==> src/rtl/cla_pipe_pkg.sv <==
// Shared helpers for the pipelined carry-lookahead adder/subtractor: segment geometry
// and the per-stage control record.
package cla_pipe_pkg;

  typedef struct packed {
    logic valid;
    logic carry;
    logic ovf;
  } stage_ctl_t;

  function automatic int unsigned seg_w(int unsigned width, int unsigned stages);
    return (width + stages - 1) / stages;
  endfunction

  function automatic int unsigned seg_lo(int unsigned k, int unsigned width,
                                         int unsigned stages);
    return k * seg_w(width, stages);
  endfunction

  // Trailing segments can be empty when ceil() rounding uses up WIDTH early.
  function automatic int unsigned seg_len(int unsigned k, int unsigned width,
                                          int unsigned stages);
    int unsigned lo;
    lo = seg_lo(k, width, stages);
    if (lo >= width) return 0;
    if (width - lo < seg_w(width, stages)) return width - lo;
    return seg_w(width, stages);
  endfunction

endpackage

==> src/rtl/cla_seg.sv <==
// Combinational W-bit generate/propagate adder segment; also reports the carry into its
// top bit so the stage holding the operand MSB can derive signed overflow.
module cla_seg #(
  parameter int unsigned W = 13
) (
  input  logic [W-1:0] a,
  input  logic [W-1:0] b,
  input  logic         cin,
  output logic [W-1:0] sum,
  output logic         cout,
  output logic         cmsb
);

  logic [W-1:0] g;
  logic [W-1:0] p;
  logic [W:0]   c;

  assign g = a & b;
  assign p = a ^ b;

  always_comb begin
    c[0] = cin;
    for (int i = 0; i < int'(W); i++) begin
      c[i+1] = g[i] | (p[i] & c[i]);
    end
  end

  assign sum  = p ^ c[W-1:0];
  assign cout = c[W];
  assign cmsb = c[W-1];

endmodule

==> src/rtl/cla_pipe_addsub.sv <==
// Pipelined adder/subtractor: one operand segment resolved per stage, carry and the
// unconsumed upper operand bits skewed forward, single global stall from the output side.
module cla_pipe_addsub
  import cla_pipe_pkg::*;
#(
  parameter int unsigned WIDTH  = 49,
  parameter int unsigned STAGES = 4
) (
  input  logic             clk,
  input  logic             rst_n,
  input  logic             in_valid,
  output logic             in_ready,
  input  logic [WIDTH-1:0] in_a,
  input  logic [WIDTH-1:0] in_b,
  input  logic             in_sub,
  input  logic             in_cin,
  output logic             out_valid,
  input  logic             out_ready,
  output logic [WIDTH-1:0] out_sum,
  output logic             out_cout,
  output logic             out_ovf
);

  // acc holds resolved sum bits below the current segment and raw A bits above it.
  stage_ctl_t       ctl_q [STAGES];
  stage_ctl_t       ctl_d [STAGES];
  logic [WIDTH-1:0] acc_q [STAGES];
  logic [WIDTH-1:0] acc_d [STAGES];
  logic [WIDTH-1:0] bop_q [STAGES];
  logic [WIDTH-1:0] bop_d [STAGES];
  logic             adv;

  assign adv      = out_ready | ~out_valid;
  assign in_ready = adv;

  for (genvar k = 0; k < int'(STAGES); k++) begin : g_stage
    localparam int unsigned Lo  = seg_lo(k, WIDTH, STAGES);
    localparam int unsigned Len = seg_len(k, WIDTH, STAGES);

    logic [WIDTH-1:0] acc_i;
    logic [WIDTH-1:0] bop_i;
    logic [WIDTH-1:0] acc_n;
    logic             vld_i;
    logic             cy_i;

    if (k == 0) begin : g_head
      // Subtraction resolves to A + ~B + 1 here, so later stages are mode-agnostic.
      assign acc_i = in_a;
      assign bop_i = in_sub ? ~in_b : in_b;
      assign vld_i = in_valid;
      assign cy_i  = in_sub | in_cin;
    end else begin : g_tail
      assign acc_i = acc_q[k-1];
      assign bop_i = bop_q[k-1];
      assign vld_i = ctl_q[k-1].valid;
      assign cy_i  = ctl_q[k-1].carry;
    end

    if (Len > 0) begin : g_add
      logic [Len-1:0] sum;
      logic           cout;
      logic           cmsb;

      cla_seg #(
        .W(Len)
      ) u_seg (
        .a   (acc_i[Lo +: Len]),
        .b   (bop_i[Lo +: Len]),
        .cin (cy_i),
        .sum (sum),
        .cout(cout),
        .cmsb(cmsb)
      );

      always_comb begin
        acc_n              = acc_i;
        acc_n[Lo +: Len]   = sum;
      end

      // Only the last non-empty segment holds the MSB; its ovf is the one that survives.
      assign ctl_d[k] = '{valid: vld_i, carry: cout, ovf: cmsb ^ cout};
    end else begin : g_pass
      assign acc_n    = acc_i;
      assign ctl_d[k] = '{valid: vld_i, carry: cy_i, ovf: ctl_q[k-1].ovf};
    end

    assign acc_d[k] = acc_n;
    assign bop_d[k] = bop_i;
  end

  always_ff @(posedge clk or negedge rst_n) begin
    if (!rst_n) begin
      for (int k = 0; k < int'(STAGES); k++) begin
        ctl_q[k] <= '0;
        acc_q[k] <= '0;
        bop_q[k] <= '0;
      end
    end else if (adv) begin
      for (int k = 0; k < int'(STAGES); k++) begin
        ctl_q[k] <= ctl_d[k];
        acc_q[k] <= acc_d[k];
        bop_q[k] <= bop_d[k];
      end
    end
  end

  assign out_valid = ctl_q[STAGES-1].valid;
  assign out_sum   = acc_q[STAGES-1];
  assign out_cout  = ctl_q[STAGES-1].carry;
  assign out_ovf   = ctl_q[STAGES-1].ovf;

endmodule
==> config.mk <==
export PLATFORM = sky130hd
export DESIGN_NAME = cla_pipe_addsub
export DESIGN_NICKNAME = d
export VERILOG_FILES = /design/src/rtl/cla_pipe_pkg.sv /design/src/rtl/cla_seg.sv /design/src/rtl/cla_pipe_addsub.sv
export SDC_FILE = /design/constraint.sdc
export NUM_CORES = 1
export LEC_CHECK = 0
export CORE_AREA = 2 2 150 152
export DETAILED_ROUTE_END_ITERATION = 7
export DIE_AREA = 0 0 152 154
export PLACE_DENSITY = 0.9
export SYNTH_ARGS = -nofsm -noshare
export SYNTH_HDL_FRONTEND = slang
export SYNTH_SLANG_ARGS = --single-unit
==> constraint.sdc <==
create_clock -name clk -period 8.66 [get_ports clk]
set_input_delay 1.732 -clock clk [delete_from_list [all_inputs] [get_ports clk]]
set_output_delay 1.732 -clock clk [all_outputs]
set_load 0.02 [all_outputs]
### After elaboration in Yosys (flattened, before gate mapping)

Cells that the tools add are included.

* output and inout bits: 53
* ROM bits: 0
* latch bits: 0
* memory bits (writable): 0
* register bits: 352
* memories kept: 0
* bits of input ports: 104

* magnitude comparators: 0
* $mul: 0
* muxes and demuxes: 1
* shift-type cells: 0
* bitwise gates (word level): 115
* reductions and logical operators: 0
* eq/ne operators: 0
* divide/modulo/power cells: 0
* $add $sub $neg: 0

Operators with widths (number)
* $xor A13 B13 Y13: 6
* $or A1 B1 Y1: 51
* $and A1 B1 Y1: 49
* $mux W49: 1
* $not A49 Y49: 1
* $and A13 B13 Y13: 3
* $xor A10 B10 Y10: 2
* $and A10 B10 Y10: 1
* $not A1 Y1: 1
* $xor A1 B1 Y1: 1

### Longest topological paths before layout

Gate-level depths: netlist of run 1.

* depth in word-level cells: 29
* mapped depth: 19

### Hierarchy

A second synthesis of run 1 with hierarchy kept.

* cell total of the unflattened synthesis: 726
* area, all modules: 12828.6 um2

Modules (own cells, without submodules)
* cla_pipe_addsub: sequential area each 6856.6 um2, area an instance 11697.5 um2, instances 1, cells each 637
* cla_seg at g_stage[0].g_add.u_seg ...: sequential area each 0.0 um2, area an instance 297.8 um2, instances 3, cells each 23
* cla_seg at g_stage[3].g_add.u_seg: sequential area each 0.0 um2, area an instance 237.7 um2, instances 1, cells each 20

### Worst setup path after synthesis of run 1

OpenSTA, ideal clock, no wires.

* path kind: input -> register
* from: input in_sub
* to: register acc_q, in the netlist g_stage[1].acc_i[12]
* slack: 0.294 ns
* stages: 19
* path buffers: 3
* data required time: 8.535 ns
* data arrival time: 8.242 ns
* path through: clkbuf_1 -> buf_2 -> buf_2 -> nor2_1 -> fa_1 -> fa_1 -> fa_1 -> fa_1 -> fa_1 -> fa_1 -> fa_1 -> fa_1 -> fa_1 -> fa_1 -> fa_1 -> fa_1 -> inv_1 -> fa_1 -> mux2_2

* cells in the longest elaborated chain, start to end: 27

RTL lines
* from (decl): RTL line cla_pipe_addsub.sv:15 `input logic in_sub,`
* $mux W49: RTL line cla_pipe_addsub.sv:49 `assign bop_i = in_sub ? ~in_b : in_b;`
* $xor A13 B13 Y13: RTL line cla_seg.sv:19 `assign p = a ^ b;`
* $and A1 B1 Y1: RTL line cla_seg.sv:24 `c[i+1] = g[i] | (p[i] & c[i]);`
* $or A1 B1 Y1: RTL line cla_seg.sv:24
* $and A1 B1 Y1: RTL line cla_seg.sv:24
* $or A1 B1 Y1: RTL line cla_seg.sv:24
* $and A1 B1 Y1: RTL line cla_seg.sv:24
* $or A1 B1 Y1: RTL line cla_seg.sv:24
* (+12 left out)
* $and A1 B1 Y1: RTL line cla_seg.sv:24
* $or A1 B1 Y1: RTL line cla_seg.sv:24
* $and A1 B1 Y1: RTL line cla_seg.sv:24
* $or A1 B1 Y1: RTL line cla_seg.sv:24
* $and A1 B1 Y1: RTL line cla_seg.sv:24
* $or A1 B1 Y1: RTL line cla_seg.sv:24
* $xor A13 B13 Y13 *: RTL line cla_seg.sv:28 `assign sum = p ^ c[W-1:0];`
* net g_stage[0].g_add.sum[12]: RTL line cla_pipe_addsub.sv:60 `logic [Len-1:0] sum;`
* to (signal, indexed assignment): RTL line cla_pipe_addsub.sv:101 `acc_q[k] <= acc_d[k];`
* to (decl): RTL line cla_pipe_addsub.sv:27 `logic [WIDTH-1:0] acc_q [STAGES];`

Mark *: on every way through the listed nets, which the timed path passes. The rest lies on a longest branch.
A chain may end at the register's enable or synchronous reset.

### Worst setup path after layout of run 1

* from: input in_b[0]
* to: register acc_q, in the netlist g_stage[1].acc_i[12]

* cells in the longest elaborated chain, start to end: 28

RTL lines
* from (decl): RTL line cla_pipe_addsub.sv:14 `input logic [WIDTH-1:0] in_b,`
* $not A49 Y49: RTL line cla_pipe_addsub.sv:49
* $mux W49 *: RTL line cla_pipe_addsub.sv:49
* $xor A13 B13 Y13: RTL line cla_seg.sv:19
* $and A1 B1 Y1: RTL line cla_seg.sv:24
* $or A1 B1 Y1 *: RTL line cla_seg.sv:24
* $and A1 B1 Y1 *: RTL line cla_seg.sv:24
* $or A1 B1 Y1 *: RTL line cla_seg.sv:24
* $and A1 B1 Y1 *: RTL line cla_seg.sv:24
* (+13 left out)
* $and A1 B1 Y1 *: RTL line cla_seg.sv:24
* $or A1 B1 Y1 *: RTL line cla_seg.sv:24
* $and A1 B1 Y1 *: RTL line cla_seg.sv:24
* $or A1 B1 Y1 *: RTL line cla_seg.sv:24
* $and A1 B1 Y1 *: RTL line cla_seg.sv:24
* $or A1 B1 Y1 *: RTL line cla_seg.sv:24
* $xor A13 B13 Y13 *: RTL line cla_seg.sv:28
* net g_stage[0].g_add.sum[12]: RTL line cla_pipe_addsub.sv:60

Marked as above.

==> results of run 1 <==
metal layers:
layer	wire length [microns]	global-route usage	up-vias
met4	348	0.03872	0
met3	1043	0.03749	30
met1	9374	0.2548	3225
met5	0	0	-
li1	-	-	2809
met2	10750	0.3275	137
flip-flops by register name, indices dropped and copies added, names as in the netlist:
name and count:
out_cout 1, out_valid 1, g_stage.vld_i 3, g_stage.cy_i 3
out_sum 49, out_ovf 1, g_stage.bop_i 69, g_stage.acc_i 147
cells in the final DEF, fill, tap and decap left out, types with 4 or more instances in the layout:
cell and n:
a21oi_1 17, dfrtp_1 274, fa_1 49, clkdlybuf4s50_1 154, mux2_4 30, mux2i_1 4, clkbuf_8 9, mux2_2 222
clkbuf_16 29, nor3b_1 17, clkbuf_1 5, buf_4 6, clkinv_2 8, xor2_1 36, xnor2_1 14, inv_1 31
report_power, final:
group / leakage (nW) / switching, mW / internal (mW) / total [mW]
registers: 3.17 / 0.336 / 1.86 / 2.20
clock network: 0.473 / 0.473 / 0.717 / 1.19
logic: 2.56 / 0.805 / 1.11 / 1.91
per-stage QoR:
step                hold slack (ns)  utilization  cells  power [mW]  instance area, sq um
floorplan                    0.4285            -    737       3.463                 11860
CTS                          0.4674       0.6705   1193       5.384                 14540
global route                 0.4842       0.6705   1193       5.654                 14540
finish                       0.4613       0.6705   1193       5.303                 14540
global placement             0.4382       0.6273   1141       4.012                 13600
detailed placement           0.4531       0.6273   1141       4.147                 13600
layout make-up:
cell class	count	area, sq um
sequential	274	6857
timing repair buffer	163	1627
fill	1455	7146
tap	280	350.3
inverter	32	125.1
clock buffer	43	868.3
clock inverter	9	70.07
multi-input combinational	392	4646
kinds of logic after synthesis:
family / Yosys count / synth area share
DFF: 274 / 0.5783
AOI/OAI and AO/OA: 17 / 0.007176
adders and majority gates: 49 / 0.08274
muxes: 256 / 0.2522
buffers and inverters: 71 / 0.03050
and+or+nand+nor: 20 / 0.01214
xor gates and xnor gates: 50 / 0.03694
worst max-delay path: cells and delay by family:
| kind | cells | cell delay, ns |
|---|---|---|
| adders and majority gates | 13 | 5.53 |
| buffers and inverters | 2 | 0.50 |
| muxes | 1 | 0.27 |
| xor gates and xnor gates | 1 | 0.14 |
worst min path at each step:
stage               slack [ns]         to  depth (start not counted)              from
finish                    0.46  out_valid                          1  g_stage[3].vld_i
global route              0.48  out_valid                          1  g_stage[3].vld_i
CTS                       0.47  out_valid                          1  g_stage[3].vld_i
detailed placement        0.45  out_valid                          1  g_stage[3].vld_i
global placement          0.44  out_valid                          1  g_stage[3].vld_i
floorplan                 0.43  out_valid                          1  g_stage[3].vld_i
==> flow_metrics.tcl, run 1 <==
set metrics [dict create \
    status "complete, no violations" \
    r2r-end "g_stage[3].acc_i[38]" \
    gr-total-overflow 0 \
    rows 54 \
    cp_cell_sequence "clkdlybuf4s50_1 -> xnor2_1 -> fa_1 -> fa_1 -> fa_1 -> fa_1 -> fa_1 -> fa_1 -> fa_1 -> fa_1 -> fa_1 -> fa_1 -> fa_1 -> fa_1 -> inv_1 -> fa_1 -> mux2_2" \
    portBuffers 156 \
    ant_nets 0 \
    grt_usage 0.1901 \
    leakage_nw 6.207 \
    critPathSlowestCell "fa_1" \
    setup_viol 0 \
    avgSynthCellArea_sq_um 16.09 \
    synth_cell_type_count 18 \
    synth_largest_area_cell "dfrtp_1" \
    synthFlopType "dfrtp_1" \
    yosysWarnings 0 \
    max_stage_delay_ns 0.45 \
    fin_ws_ns 0.8978 \
    dp_hpwl_microns 13940 \
    cts_buffer_depth 3 \
    relSlewSlack 0.2406 \
    critPathCapture "g_stage[1].acc_i[12]" \
    routedWlPerCell_microns 18.04 \
    vias 6201 \
    area_growth_pct 22.66 \
    grt_antenna_before_repair 0 \
    async_flop_share 1.000 \
    synth_edf_count 0 \
    syn-num-nets 890 \
    start_kind "input port" \
    initial_core_util 0.5467 \
    yosys-top-cells-area "dfrtp_1 58%, mux2_2 21%, fa_1 8.3%" \
    layout-drive-gt1-share 0.3395 \
    cts-resized-gates 0 \
    cts_setup_buffers 0 \
    skew_ns 0.007453 \
    syn_area_sq_um 11860 \
    path_clk_slew_ns 0.06 \
    ff2ff_setup_slack_ns 2.80 \
    min_period_ns 7.762 \
    pin_count 157 \
    vias_per_cell 5.198 \
    clock_latency_ns 0.52 \
    die_h_microns 154 \
    gp_congestion 0.7917 \
    cp_common_cell "fa_1" \
    first_iter_violations 237 \
    synth_common_cells "274 x dfrtp_1, 222 x mux2_2, 49 x fa_1" \
    place_ws_ns 0.3068 \
    drc 0 \
    core-area_sq_um 21690 \
    crit_path_end_kind "flip-flop" \
    syn_inst 737 \
    crit_arrival_ns 8.17 \
    nNetsFinal 1044 \
    maxCapViolCount 0 \
    cts_max_level 1 \
    p_per_area_nw_per_um2 364.7 \
    numCtsBuffers 28 \
    required_ns 9.07 \
    synth.most_common_cell "dfrtp_1" \
    fmax_mhz 128.8 \
    rsz0062_at_grt "false" \
    cp-startpoint "in_b[0]" \
    synth_seq_cells 274 \
    min_period_over_period 0.8963 \
    peakVddDrop_v 0.0001928 \
    die-area_sq_um 23410 \
    grt_pass1_wl_microns 36200 \
    cts_tree "yes" \
    synth_top_area_frac 0.5783 \
    dieWidth_microns 152 \
    grt_max_degree 153 \
    dr.pass1.iters 4 \
    finalHoldViolCount 0 \
    root_buffer "clkbuf_16" \
    antenna_cells 0 \
    clock_sinks 274 \
    wl_microns 21520 \
    hp-class "reg2reg" \
    yosysSeqAreaShare 0.5783 \
    r2r-start "g_stage[2].acc_i[26]" \
    tns_ns 0 \
    grt_pass1_vias 7000 \
    path_class "in2reg" \
    critPathMaxFanout 1 \
    worstMarginPinSlew_ns 1.139 \
    worstRegToRegCells 17 \
    drv_slew 0 \
    hold_buffers 0 \
]
Power figures use the tool's default switching activity.
==> run 2: changes to the inputs <==
- SKIP_CTS_REPAIR_TIMING: not set -> 1
- SLEW_MARGIN: not set -> 0
==> results of run 2 <==
No change in the layout: final DEF, timing and power equal those of run 1.
==> run 3: changes to the inputs <==
- DONT_BUFFER_PORTS: not set -> 1
- PLACE_DENSITY: 0.9 -> 0.81
==> run 3 against run 2 <==
  * Sequential cell count unchanged
  * Clock-buffer cell count down 5
  * Routed wire length down 5.0%
  * First-iteration DRC count down 11%
  * Setup slack better by 0.36 ns
  * Fmax up 4.9%
  * Sequential share of layout area up 5.5 points
  * Combinational power down 27%
  * Final cell count down 13%
  * Clock power up 11%
  * Die area unchanged
  * Hold slack better by 0.0015 ns
  * Largest cell class unchanged
==> flow_metrics.tcl, run 3 (synthesized netlist as in run 1, its figures left out) <==
set metrics [dict create \
    min_period_over_period 0.8544 \
    drv_slew 0 \
    mostFrequentLayoutCells "274 x dfrtp_1, 222 x mux2_2, 49 x fa_1" \
    holdWs_ns 0.4628 \
    area_growth_pct 9.920 \
    rsz0062_at_grt "false" \
    cts_buffer_depth 3 \
    largest_reg_flops 147 \
    crit_arrival_ns 7.81 \
    cts_tree "yes" \
    maxCapViolCount 0 \
    gr-total-overflow 0 \
    root_buffer "clkbuf_16" \
    rows 54 \
    gp_congestion 0.8998 \
    grt_pass1_vias 6539 \
    ant_nets 0 \
    cp_common_cell "fa_1" \
    dp_hpwl_microns 13100 \
    nNetsFinal 884 \
    wl_microns 20440 \
    fin_ws_ns 1.261 \
    die-area_sq_um 23410 \
    place_ws_ns 0.6657 \
    ff2ff_setup_slack_ns 2.86 \
    r2r-start "g_stage[2].bop_i[26]" \
    whs_endpoint "out_valid" \
    portBuffers 0 \
    layout-drive-gt1-share 0.4050 \
    clock_latency_ns 0.53 \
    cp_num_buf_inv 1 \
    p_per_area_nw_per_um2 391.5 \
    first_iter_violations 211 \
    tns_ns 0 \
    routedWlPerCell_microns 19.78 \
    grt_max_degree 275 \
    path_clk_slew_ns 0.06 \
    skew_ns 0.009149 \
    dieWidth_microns 152 \
    final_core_util 0.6009 \
    initial_core_util 0.5467 \
    critPathMaxFanout 50 \
    antenna_cells 0 \
    cp_cell_sequence "xnor2_1 -> fa_1 -> fa_1 -> fa_1 -> fa_1 -> fa_1 -> fa_1 -> fa_1 -> fa_1 -> fa_1 -> fa_1 -> fa_1 -> fa_1 -> inv_1 -> fa_1 -> mux2_2" \
    grt_pass1_wl_microns 34110 \
    grt_usage 0.1787 \
    relSlewSlack 0.3383 \
    holdPathStages 1 \
    pin_count 157 \
    required_ns 9.07 \
    dr.pass1.iters 4 \
    path_class "in2reg" \
    worstRegToRegCells 17 \
    cpLargestDelayFamily "adder cells" \
    numCtsBuffers 28 \
    peakVddDrop_v 0.0002627 \
    cts_max_level 1 \
    grt_antenna_before_repair 1 \
    crit_path_end_kind "flip-flop" \
    finalHoldViolCount 0 \
    dpl.cell_count 981 \
    hp-class "reg2reg" \
    min_period_ns 7.399 \
    clock_sinks 274 \
    start_kind "input port" \
    layout.cells.most_common "dfrtp_1" \
    core-area_sq_um 21690 \
    fmax_mhz 135.2 \
    worstMarginPinSlew_ns 0.9925 \
    leakage_nw 5.605 \
    vias_per_cell 5.432 \
    critPathSlowestCell "fa_1" \
    status "complete, no violations" \
    fin_cells 1033 \
    drc 0 \
    r2r-end "g_stage[3].acc_i[38]" \
    setup_viol 0 \
    min_from "g_stage[3].vld_i" \
    vias 5611 \
    die_h_microns 154 \
    max_stage_delay_ns 0.45 \
]
## run 3: cell count changes in the layout (fill, tap and decap cells not counted), sizes merged
cell           previous run  this run
clkbuf                   43        38
clkinvlp                  0         1
bufinv                    1         6
clkinv                    8         7
buf                       9         3
clkdlybuf4s50           154         0
## run 3: worst register-to-register path, delay by kind of cell, from the launching register on
kind	cells	cell delay, ns
adder cells (fa/ha/maj)	13	5.01
flip-flops	1	0.37
buffers and inverters	3	0.22
AO/OA/AOI/OAI	1	0.13
## run 3: worst max path at each step
stage / startpoint / slack, ns / endpoint / cells past startpoint
CTS: in_sub / 1.24 / g_stage[1].acc_i[12] / 16
floorplan: in_sub / 0.29 / g_stage[1].acc_i[12] / 19
finish: in_sub / 1.26 / g_stage[1].acc_i[12] / 16
global placement: in_sub / 0.84 / g_stage[1].acc_i[12] / 16
global route: in_sub / 1.09 / g_stage[1].acc_i[12] / 16
detailed placement: in_sub / 0.67 / g_stage[1].acc_i[12] / 16
## run 3: per-stage QoR
| step | instance area, sq um | power, mW |
|---|---|---|
| after global placement | 12000 | 3.693 |
| after detailed placement | 12000 | 3.835 |
| final | 13030 | 5.102 |
| after CTS | 13030 | 5.180 |
| after global routing | 13030 | 5.433 |
| after floorplan | 11860 | 3.463 |
## run 3: layout make-up
cell class	instances	area [sq um]
sequential	274	6857
tap	280	350.3
timing repair buffer	3	22.52
inverter	32	125.1
clock inverter	14	222.7
clock buffer	38	809.5
fill	1574	8656
multi-input combinational	392	4646
## run 3: power breakdown
| group | total [mW] | switching, mW | leakage [nW] | internal, mW |
|---|---|---|---|---|
| Clock | 1.32 | 0.487 | 0.510 | 0.831 |
| Sequential | 2.39 | 0.529 | 3.17 | 1.86 |
| Combinational | 1.39 | 0.536 | 1.93 | 0.857 |
## run 3: metal layers
layer  global-route usage  part of all wire
met3              0.04594             0.057
met1               0.2212              0.41
met4              0.05251             0.029
met5                    0                 0
met2               0.3121              0.51
